**src/rtl/gpio_dbus_arb_pkg.sv**
```systemverilog
// Shared types and constants for the GPIO data-bus arbiter.
package gpio_dbus_arb_pkg;

  localparam int unsigned GPIO_ARB_NUM_REQ   = 2;
  localparam logic [31:0] GPIO_ARB_ERR_RDATA = 32'h0;

  typedef struct packed {
    logic [31:0] addr;
    logic [31:0] w_data;
    logic        w_en;
    logic        req;
  } type_dbus2peri_s;

  typedef struct packed {
    logic [31:0] r_data;
    logic        ack;
  } type_peri2dbus_s;

  // Transaction fields held stable towards the slave for the whole grant.
  typedef struct packed {
    logic [31:0] addr;
    logic [31:0] w_data;
    logic        w_en;
  } type_gpio_arb_hold_s;

  typedef enum logic [1:0] {
    ARB_IDLE,
    ARB_GRANT,
    ARB_RESP
  } type_gpio_arb_states_e;

endpackage

```
**src/rtl/gpio_dbus_arb_rr_pick.sv**
```systemverilog
// Combinational round-robin picker: first set request at or after ptr, wrapping.
module gpio_rr_pick #(
  parameter int unsigned N  = 2,
  parameter int unsigned IW = 1
) (
  input  logic [N-1:0]  req_i,
  input  logic [IW-1:0] ptr_i,
  output logic          valid_o,
  output logic [IW-1:0] idx_o
);

  int unsigned cand;

  always_comb begin
    valid_o = 1'b0;
    idx_o   = '0;
    cand    = 0;
    for (int unsigned k = 0; k < N; k++) begin
      cand = (32'(ptr_i) + k) % N;
      if (!valid_o && req_i[cand[IW-1:0]]) begin
        valid_o = 1'b1;
        idx_o   = cand[IW-1:0];
      end
    end
  end

endmodule

```
**src/rtl/gpio_dbus_arb.sv**
```systemverilog
// Round-robin arbiter sharing the GPIO slave port between data-bus requesters,
// with one latched transaction in flight and a hung-slave timeout.
module gpio_dbus_arb
  import gpio_dbus_arb_pkg::*;
#(
  parameter int unsigned NUM_REQ     = GPIO_ARB_NUM_REQ,
  parameter int unsigned TIMEOUT_CYC = 255
) (
  input  logic                            clk,
  input  logic                            rst,
  input  logic            [NUM_REQ-1:0]   req_sel_i,
  input  type_dbus2peri_s [NUM_REQ-1:0]   dbus2arb_i,
  output type_peri2dbus_s [NUM_REQ-1:0]   arb2dbus_o,
  output logic            [NUM_REQ-1:0]   arb_err_o,
  output logic                            gpio_sel_o,
  output type_dbus2peri_s                 arb2gpio_o,
  input  type_peri2dbus_s                 gpio2arb_i
);

  localparam int unsigned IW = (NUM_REQ > 1) ? $clog2(NUM_REQ) : 1;
  localparam int unsigned CW = (TIMEOUT_CYC > 0) ? $clog2(TIMEOUT_CYC + 1) : 1;
  localparam logic [CW-1:0] TO_VAL = CW'(TIMEOUT_CYC);

  type_gpio_arb_states_e state_q, state_d;
  logic [IW-1:0]         rr_ptr_q, rr_ptr_d;
  logic [IW-1:0]         grant_idx_q, grant_idx_d;
  logic [CW-1:0]         cnt_q, cnt_d;
  type_gpio_arb_hold_s   hold_q, hold_d;
  logic [31:0]           rdata_q, rdata_d;
  logic                  err_q, err_d;
  logic                  mask_q, mask_d;

  logic [NUM_REQ-1:0]    act;
  logic                  pick_valid;
  logic [IW-1:0]         pick_idx;

  // The just-served requester is hidden for one IDLE cycle so a late req drop
  // after its ack does not start a duplicate transaction.
  always_comb begin
    act = '0;
    for (int unsigned i = 0; i < NUM_REQ; i++) begin
      act[i] = req_sel_i[i] & dbus2arb_i[i].req
             & ~(mask_q & (grant_idx_q == IW'(i)));
    end
  end

  gpio_rr_pick #(
    .N  (NUM_REQ),
    .IW (IW)
  ) u_pick (
    .req_i   (act),
    .ptr_i   (rr_ptr_q),
    .valid_o (pick_valid),
    .idx_o   (pick_idx)
  );

  always_comb begin
    state_d     = state_q;
    rr_ptr_d    = rr_ptr_q;
    grant_idx_d = grant_idx_q;
    cnt_d       = cnt_q;
    hold_d      = hold_q;
    rdata_d     = rdata_q;
    err_d       = err_q;
    mask_d      = 1'b0;
    unique case (state_q)
      ARB_IDLE: begin
        if (pick_valid) begin
          grant_idx_d   = pick_idx;
          hold_d.addr   = dbus2arb_i[pick_idx].addr;
          hold_d.w_data = dbus2arb_i[pick_idx].w_data;
          hold_d.w_en   = dbus2arb_i[pick_idx].w_en;
          cnt_d         = '0;
          state_d       = ARB_GRANT;
        end
      end
      ARB_GRANT: begin
        if (gpio2arb_i.ack) begin
          rdata_d = gpio2arb_i.r_data;
          err_d   = 1'b0;
          state_d = ARB_RESP;
        end else if ((TIMEOUT_CYC != 0) && (cnt_q == TO_VAL)) begin
          rdata_d = GPIO_ARB_ERR_RDATA;
          err_d   = 1'b1;
          state_d = ARB_RESP;
        end else if (cnt_q != '1) begin
          cnt_d = cnt_q + CW'(1);
        end
      end
      ARB_RESP: begin
        rr_ptr_d = (grant_idx_q == IW'(NUM_REQ - 1)) ? '0 : grant_idx_q + IW'(1);
        mask_d   = 1'b1;
        state_d  = ARB_IDLE;
      end
      default: state_d = ARB_IDLE;
    endcase
  end

  always_ff @(posedge clk or posedge rst) begin
    if (rst) begin
      state_q     <= ARB_IDLE;
      rr_ptr_q    <= '0;
      grant_idx_q <= '0;
      cnt_q       <= '0;
      hold_q      <= '0;
      rdata_q     <= '0;
      err_q       <= 1'b0;
      mask_q      <= 1'b0;
    end else begin
      state_q     <= state_d;
      rr_ptr_q    <= rr_ptr_d;
      grant_idx_q <= grant_idx_d;
      cnt_q       <= cnt_d;
      hold_q      <= hold_d;
      rdata_q     <= rdata_d;
      err_q       <= err_d;
      mask_q      <= mask_d;
    end
  end

  always_comb begin
    gpio_sel_o = 1'b0;
    arb2gpio_o = '0;
    arb2dbus_o = '0;
    arb_err_o  = '0;
    if (state_q == ARB_GRANT) begin
      gpio_sel_o        = 1'b1;
      arb2gpio_o.addr   = hold_q.addr;
      arb2gpio_o.w_data = hold_q.w_data;
      arb2gpio_o.w_en   = hold_q.w_en;
      arb2gpio_o.req    = 1'b1;
    end
    if (state_q == ARB_RESP) begin
      arb2dbus_o[grant_idx_q].r_data = rdata_q;
      arb2dbus_o[grant_idx_q].ack    = 1'b1;
      arb_err_o[grant_idx_q]         = err_q;
    end
  end

endmodule

```
**config.mk**
```make
export PLATFORM = sky130hd
export DESIGN_NAME = gpio_dbus_arb
export DESIGN_NICKNAME = d
export VERILOG_FILES = /design/src/rtl/gpio_dbus_arb_pkg.sv /design/src/rtl/gpio_dbus_arb_rr_pick.sv /design/src/rtl/gpio_dbus_arb.sv
export SDC_FILE = /design/constraint.sdc
export NUM_CORES = 1
export LEC_CHECK = 0
export ABC_AREA = 1
export CAP_MARGIN = 25
export CORE_ASPECT_RATIO = 0.75
export CORE_MARGIN = 2
export CORE_UTILIZATION = 35
export DETAILED_ROUTE_END_ITERATION = 10
export GPL_TIMING_DRIVEN = 0
export PLACE_DENSITY = 0.7
export RECOVER_POWER = 25
export SYNTH_ARGS = -nofsm -noshare
export SYNTH_HDL_FRONTEND = slang
export SYNTH_SLANG_ARGS = --single-unit
export TNS_END_PERCENT = 50
```
**constraint.sdc**
```tcl
create_clock -name clk -period 4.8 [get_ports clk]
set_input_delay 0.72 -clock clk [delete_from_list [all_inputs] [get_ports clk]]
set_output_delay 0.72 -clock clk [all_outputs]
set_load 0.05 [all_outputs]
```
Yosys cells after proc, flatten, opt, wreduce, memory -nomap -nowiden
Index checks and enable logic that the tools add are counted.
- register bits: 111
- $add $sub $neg: 3
- magnitude comparators: 5
- equal/unequal tests: 9
- mux-type cells: 36
- bitwise logic cells: 11
- reductions and logical operators: 10
- operators by type and width (cell ; number):
    two-way mux 66 bit ; 4
    AND 66 bit ; 1
    bitwise mux 66 bit ; 1
    demux 33 bit (select 1 bit) ; 2
    two-way mux 32 bit ; 2
    two-way mux 33 bit ; 1
    two-way mux 8 bit ; 4
    case mux 8 bit (2 select lines) ; 1
    two-way mux 1 bit ; 15
    adder 8 x 1 -> 8 bit, second input constant ; 1
    == test 8 bit, second input constant ; 1
    less-than comparator 1 x 2 -> 1 bit, second input constant ; 4
    two-way mux 2 bit ; 4
    inequality test 2 bit, second input constant ; 4
    inequality test 8 bit, second input constant ; 1
    AND 1 bit ; 6
    AND reduction 2 bit ; 3
    AND reduction 5 bit ; 1
    case mux 2 bit (2 select lines) ; 1
    nonzero test 2 bit ; 2
    inequality test 3 bit, second input constant ; 1
    inverter 1 bit ; 3
    adder 1 bit, second input constant ; 2
    AND 2 bit ; 1
    other kinds (7) ; 8

Depth between registers and ports, before layout
Gate-level depths: netlist of the first run.
- word-level depth: 12
- gate-level depth with buffers: 10
- depth with buffers taken out: 8

Hierarchy
Synthesis of the first run repeated with hierarchy kept, for this count alone.
- cell total of the unflattened synthesis: 802
- area total of the unflattened synthesis: 5987.0 um2
- modules (own cells, without submodules) (module ; instances ; cells an instance ; area an instance (um2)):
    gpio_dbus_arb ; 1 ; 798 ; 5968.2
    gpio_rr_pick ; 1 ; 4 ; 18.8

Least setup slack after synthesis of the first run
OpenSTA, ideal clock, no wires.
- path kind: reg2out
- start point: register state_q[0]
- end point: output arb2dbus_o[10] (netlist name)
- arrival time: 2255 ps
- data required time: 4080 ps
- setup slack: 1825 ps
- cell stages (with the launch flop): 7
- cell sequence: dfrtp_1 > nor2_1 > inv_2 > nor2_1 > inv_2 > buf_2 > nor2_1
- RTL lines (item ; RTL line ; RTL):
    from (decl) ; gpio_dbus_arb.sv:24 ; type_gpio_arb_states_e state_q, state_d;
    from (signal assigned) ; gpio_dbus_arb.sv:110 ; state_q <= state_d;
    to (decl) ; gpio_dbus_arb.sv:13 ; output type_peri2dbus_s [NUM_REQ-1:0] arb2dbus_o,

==> summary.md, run 1 <==
| Metric | Value |
|---|---|
| Outcome | `finished, violations left` |
| Failing checks | `max-capacitance violations, max-slew violations` |
| Area grow syn2layout | `55.4%` |
| Mean Syn Cell Area | `6.50 um2` |
| Vias per inst | `4.40` |
| Core ar. | `approximately 19000 um2` |
| Post-synth ARST share | `1.00` |
| Via Count | `6973` |
| # port buffers | `302` |
| Data arrival, critical path | `between 2 and 3 ns` |
| Hold Startpoint | `state_q[0]` |
| Area leader, netlist | `dfrtp_1` |
| Layout fillers | `approximately 1.9k` |
| Overflow after GRT | `0` |
| CP startpoint kind | `flop` |
| Post-DRT Antenna Nets | `0` |
| CP Launch Point | `state_q[1]` |
| Initial antenna violation count | `0` |
| Total routed wirelength | `approximately 21000 um` |
| Main synth FF type | `dfrtp_1` |
| CTS buffer count | `9` |
| Detailed placement HPWL | `approximately 16000 um` |
| Syn Inst Count | `1018` |
| Starting Density | `0.357` |
| Final worst path period share | `0.696` |
| Worst Skew | `roughly 0.013 ns` |
| Endpoints failing setup | `0` |
| NetSw | `2.32 mW` |
| ANT cells | `0` |
| Die area | `around 20000 um2` |
| Share of cells above drive strength 1 | `0.0546` |
| Count leader, synth | `inv_1` |
| Worst skew pair latency | `between 0.3 and 0.4 ns` |
| Final max-slew violation count | `37` |
| Min-delay worst type | `reg2reg` |
| Vias in the first global route | `about 6.8k` |
| RSZ-0062 raised after global routing | `no` |
| Clock power frac | `0.160` |
| Fin. Hold Viols | `0` |
| Synth Register Bits | `between 100 and 150` |
| Pre-antenna DRT Iters | `4` |
| Peak supply drop | `roughly 240 uV` |
| Max clock buf depth | `2` |
| Reg-to-Reg Start | `cnt_q[0]` |
| Placement row count | `43` |
| Hold_ws | `0.470 ns` |
| FMAX | `299 MHz` |
| Starting DRC count in detailed routing | `between 300 and 400` |
| EDFF count, synth | `0` |
| Die Y | `around 120 um` |
| Yosys warns | `0` |
| WS Path Type | `reg2out` |
| I/O Pins | `between 300 and 400` |
| Syn Nets | `~1.2k` |
| Synth area leaders | `dfrtp_1 (42%), inv_1 (13%), nand3_1 (13%), nand2_1 (13%), nor2_1 (8.4%)` |
| CTS tree | `built` |
| Remaining routing DRC violations | `0` |
| DIE WIDTH | `between 150 and 200 um` |
| Req. time, crit path | `about 4.1 ns` |
| P_int | `between 2 and 3 mW` |
| Global Route Usage Sum | `0.213` |
| Post-layout minimum cycle time | `~3.3 ns` |
| Relative slew slack | `-0.166` |
| First-pass GRT wire length | `around 34000 um` |
| Max cap viols | `1` |
| CTS Hold Bufs | `0` |
| CTS resizes | `0` |
| GPL Wtd Cong | `between 0.8 and 0.9` |
| Post-Syn Area | `between 6000 and 7000 um2` |
| H-Tree Depth | `3` |
| Commonest cells in the netlist | `inv_1 (236), nand2_1 (229), nand3_1 (176), nor2_1 (148), dfrtp_1 (111)` |
| Post-CTS Setup Bufs | `0` |
| Clock root buffer | `clkbuf_16` |
| Setup crit end kind | `output port` |
| Critical path peak fanout | `10` |
| Post-synthesis sequential area ratio | `0.420` |
| Leakage | `~5.3 nW` |
| Net total in the final layout | `1502` |
| Distinct cell type count after synthesis | `23` |
| CTS Sinks | `roughly 110` |
| Post-DP Area | `roughly 10000 um2` |
| Worst slew pin tran | `around 1.7 ns` |
| Sw Ratio | `0.467` |
| Sequential share of power | `0.311` |
| Routed len/inst | `roughly 13 um` |
| Fin area | `10300 um2` |
| Top-area cell type share of the netlist area | `0.420` |
| Worst-path clk slew | `0.07 ns` |
| Power Density | `slightly below 500 nW/um2` |
| Largest net degree at the start of global routing | `76` |
| Comb pwr share | `0.529` |
==> path summary, 6_finish.rpt <==
path	to	slack, ns	cells after the start
worst max-delay path	arb2dbus_o[44]	1.46	8
worst min-delay path	mask_q	0.47	1
worst max register to register	rdata_q[13]	3.11	7
worst min register to register	mask_q	0.47	1
max in group asynchronous	hold_q[3]	2.55	3
min in group asynchronous	hold_q[57]	1.25	2
==> cell usage in the layout (no fill, tap or decap), drive strengths merged <==
cell	n
ha	1
buf	47
clkdlybuf4s50	301
nor2	149
nand2	232
clkinv	2
clkinvlp	1
o21ai	34
clkbuf	24
nand3	177
a21oi	4
dlygate4sd3	1
nand4	1
xor2	2
dfrtp	111
xnor2	1
inv	248
bufinv	1
==> area by class of cell <==
type,instances,area (um2),share of cell area
Buffer,61,342,0.0332
Clock buffer,9,225,0.0219
Clock inverter,7,85.1,0.00827
Inverter,245,921,0.0895
Multi-Input combinational cell,601,2570,0.250
Sequential cell,111,2780,0.270
Tap cell,247,309,0.0300
Timing Repair Buffer,303,3050,0.297
==> registers in the layout (all words and copies together) (netlist names) <==
register / cells
hold_q: 65
rdata_q: 32
cnt_q: 8
state_q: 2
err_q: 1
grant_idx_q: 1
mask_q: 1
rr_ptr_q: 1
==> critical path: stages (launching register included) <==
cell	delay, ns
dfrtp_1	0.35
inv_1	0.06
nor2_1	0.17
inv_2	0.06
nor2_1	0.23
inv_2	0.13
clkbuf_1	0.27
nor2_1	0.16
clkdlybuf4s50_1	0.83
==> kinds of logic after synthesis <==
logic type	Yosys count	synth area share
compound gates	38	0.0304
xor+xnor	3	0.00397
fa+ha+maj	1	0.00189
buf+inv	306	0.191
flops	111	0.420
simple gates	559	0.353
==> through the flow <==
stage / worst slack, ns / cells / setup TNS, ns / util / power [mW]
2_1_floorplan: 1.15 / 1018 / 0 / - / 3.31
3_5_place_dp: 1.95 / 1568 / 0 / 0.539 / 4.20
3_3_place_gp: -0.787 / 1567 / -86.07 / 0.538 / 4.16
6_report: 1.46 / 1584 / 0 / 0.556 / 4.97
4_1_cts: 1.56 / 1584 / 0 / 0.556 / 5.03
5_1_grt: 1.27 / 1584 / 0 / 0.556 / 5.35
==> power by group through the flow <==
| stage | Clock (mW) | Combinational [mW] | Sequential (mW) |
|---|---|---|---|
| floorplan | 0 | 1.80 | 1.51 |
| global placement | 0 | 2.62 | 1.55 |
| detailed placement | 0 | 2.65 | 1.56 |
| CTS | 0.827 | 2.66 | 1.54 |
| global route | 0.866 | 2.88 | 1.60 |
| finish | 0.795 | 2.63 | 1.55 |
==> layer usage <==
layer  part of all wire  vias to the layer above  GRT usage
met5                  0                        -          0
met2               0.46                      204      0.350
met1               0.46                     3133      0.278
met3              0.069                       20     0.0641
li1                   -                     3616          -
met4              0.013                        0     0.0492
Power figures use the tool's default switching activity.
==> run 2: changes to the inputs <==
- PLACE_DENSITY: 0.7 -> 0.72
- clock period: 4.8 -> 2.79 ns (I/O delays scaled with it)
==> summary.md, run 2 (synthesized netlist as in run 1, its figures left out) <==
| Metric | Value |
|---|---|
| Die area | `20000 um2` |
| Worst slew pin tran | `between 0.9 and 1 ns` |
| Final WS setup | `between 0.07 and 0.08 ns` |
| Post-CTS Setup Bufs | `0` |
| Share of cells above drive strength 1 | `0.0627` |
| Commonest non-fill, non-tap cell in the layout | `inv_1` |
| Starting DRC count in detailed routing | `377` |
| Overflow after GRT | `0` |
| Remaining routing DRC violations | `0` |
| Vias in the first global route | `roughly 6.6k` |
| Max clock buf depth | `2` |
| Sw Ratio | `0.471` |
| Peak supply drop | `472 uV` |
| Comb pwr share | `0.536` |
| Worst slack, placed | `around 0.3 ns` |
| Fin area | `slightly above 10000 um2` |
| CTS tree | `built` |
| Uppermost routed layer | `met4` |
| Length of routed met2 wiring | `9290 um` |
| P_int | `approximately 4.4 mW` |
| Pre-antenna DRT Iters | `5` |
| Setup crit end kind | `output port` |
| Largest net degree at the start of global routing | `39` |
| Worst-path clk slew | `~0.07 ns` |
| Die Y | `around 120 um` |
| Clock power frac | `0.147` |
| Fin. Hold Viols | `0` |
| # port buffers | `about 300` |
| H-Tree Depth | `3` |
| Final max-slew violation count | `0` |
| Critical path peak fanout | `10` |
| Routed wl met3 | `1600 um` |
| WS Path Type | `reg2out` |
| CTS Sinks | `111` |
| NetSw | `3.94 mW` |
| Placement row count | `43` |
| Worst skew pair latency | `~0.35 ns` |
| Post-layout minimum cycle time | `2.71 ns` |
| Data arrival, critical path | `approximately 2.3 ns` |
| Area grow syn2layout | `55.1%` |
| Max cap viols | `0` |
| ANT cells | `0` |
| CP startpoint kind | `flop` |
| Power Density | `about 800 nW/um2` |
| Routed length on met1 | `around 10000 um` |
| Global Route Usage Sum | `0.212` |
| Req. time, crit path | `between 2 and 2.5 ns` |
| Commonest cells after routing, fill and taps aside | `inv_1 (235), clkdlybuf4s50_1 (234), nand2_1 (229), nand3_1 (176), nor2_1 (148)` |
| Post-DRT Antenna Nets | `0` |
| Crit-path max cell delay | `0.83 ns` |
| Largest register by flop count | `hold_q` |
| Sequential share of power | `0.317` |
| Routed len/inst | `13.3 um` |
| Relative slew slack | `0.353` |
| Leakage | `5.89 nW` |
| Final worst path period share | `0.973` |
| FMAX | `369 MHz` |
| Worst Skew | `0.00794 ns` |
| RSZ-0062 raised after global routing | `yes` |
| Max FFs per register | `65` |
| Cell mode on critical path | `nor2_1` |
| Min-delay worst type | `in2reg` |
| CP top delay family | `buffers and inverters` |
| Outcome | `complete, no violations` |
| Vias per inst | `4.42` |
| I/O Pins | `around 300` |
| Net total in the final layout | `~1.5k` |
| Post-DP Area | `roughly 10000 um2` |
| CTS buffer count | `9` |
| Clock root buffer | `clkbuf_16` |
| First-pass GRT wire length | `roughly 34000 um` |
| Core ar. | `18500 um2` |
| Total routed wirelength | `roughly 21000 um` |
| Critical Path Slowest Stage Cell | `clkdlybuf4s50_1` |
| Worst-path cell chain | `nor2_1, inv_2, clkbuf_1, nor2_1, clkdlybuf4s50_1` |
| Design Power | `roughly 8.4 mW` |
| Initial antenna violation count | `0` |
| GPL Wtd Cong | `about 0.87` |
| Crit path buf inv count | `3` |
| Via Count | `~7.0k` |
| Largest regs | `hold_q x65, rdata_q x32, cnt_q x8` |
| Starting Density | `0.357` |
| Post-Route Utilization | `0.555` |
| DIE WIDTH | `between 150 and 200 um` |
| Endpoints failing setup | `0` |
| Detailed placement HPWL | `approximately 16000 um` |
[run 2: cell count changes in the layout (fill, tap and decap cells not counted), moves of 3 or more]
cell | before | now
clkdlybuf4s50_1 | 301 | 234
clkbuf_2 | 0 | 7
dlygate4sd2_1 | 0 | 45
buf_1 | 3 | 0
clkinvlp_4 | 0 | 3
dlymetal6s2s_1 | 0 | 21
inv_6 | 4 | 1
clkbuf_1 | 15 | 12
[run 2: worst reg2reg max path, stage by stage, from the launching register on]
cell	delay, ns
dfrtp_1	0.43
inv_2	0.08
nand2_1	0.06
nand4_1	0.16
buf_2	0.30
buf_2	0.30
nand3_1	0.12
nand3_1	0.10
nand2_1	0.05
[run 2: metal layers]
metal	vias up	track usage
met5	-	0
met4	0	0.0520
met3	30	0.0600
met2	241	0.332
met1	3128	0.292
li1	3615	-
[run 2: worst paths after layout]
check	from	endpoint	slack, ns	depth (start not counted)
worst min-delay path	gpio2arb_i[0]	rdata_q[31]	0.43	3
min in group asynchronous	rst	rdata_q[29]	0.48	2
worst max-delay path	state_q[1]	arb2gpio_o[28]	0.08	5
worst max register to register	grant_idx_q	hold_q[1]	1.09	8
max in group asynchronous	rst	hold_q[41]	0.33	5
worst min register to register	state_q[0]	mask_q	0.45	1
[run 2: layout make-up]
| type | instances | area (um2) |
|---|---|---|
| well taps | 247 | 309 |
| clock inverters | 7 | 56.3 |
| clock buffers | 9 | 225 |
| repair buffers | 305 | 3050 |
| plain buffers | 61 | 349 |
| inverters | 245 | 921 |
| flip-flops and latches | 111 | 2780 |
| multi-input cells | 601 | 2580 |
| fillers | 1854 | 8240 |
[run 2: repair_timing]
item,CTS,global route
resized for setup,47,28
endpoints found under the setup margin,56,70
hold buffers,0,0
pin swaps,0,0
[run 2: per-stage QoR]
stage	TNS (ns)	hold slack, ns	std cells
6_report	0	0.435	1586
5_1_grt	-0.193	0.470	1586
4_1_cts	0	0.322	1586
3_5_place_dp	0	0.436	1570
3_3_place_gp	-17.76	0.441	1567
2_1_floorplan	0	0.423	1018
[run 2: power groups by stage]
stage | Clock [mW] | Combinational [mW] | Sequential (mW)
floorplan | 0 | 3.10 | 2.60
global placement | 0 | 4.50 | 2.67
detailed placement | 0 | 4.56 | 2.67
CTS | 1.29 | 4.55 | 2.65
global route | 1.34 | 4.95 | 2.74
finish | 1.23 | 4.49 | 2.65
==> run 3: changes to the inputs <==
- HOLD_SLACK_MARGIN: unset -> 0.08
==> results of run 3 <==
The final DEF is identical to that of run 2; final timing and power are the same.
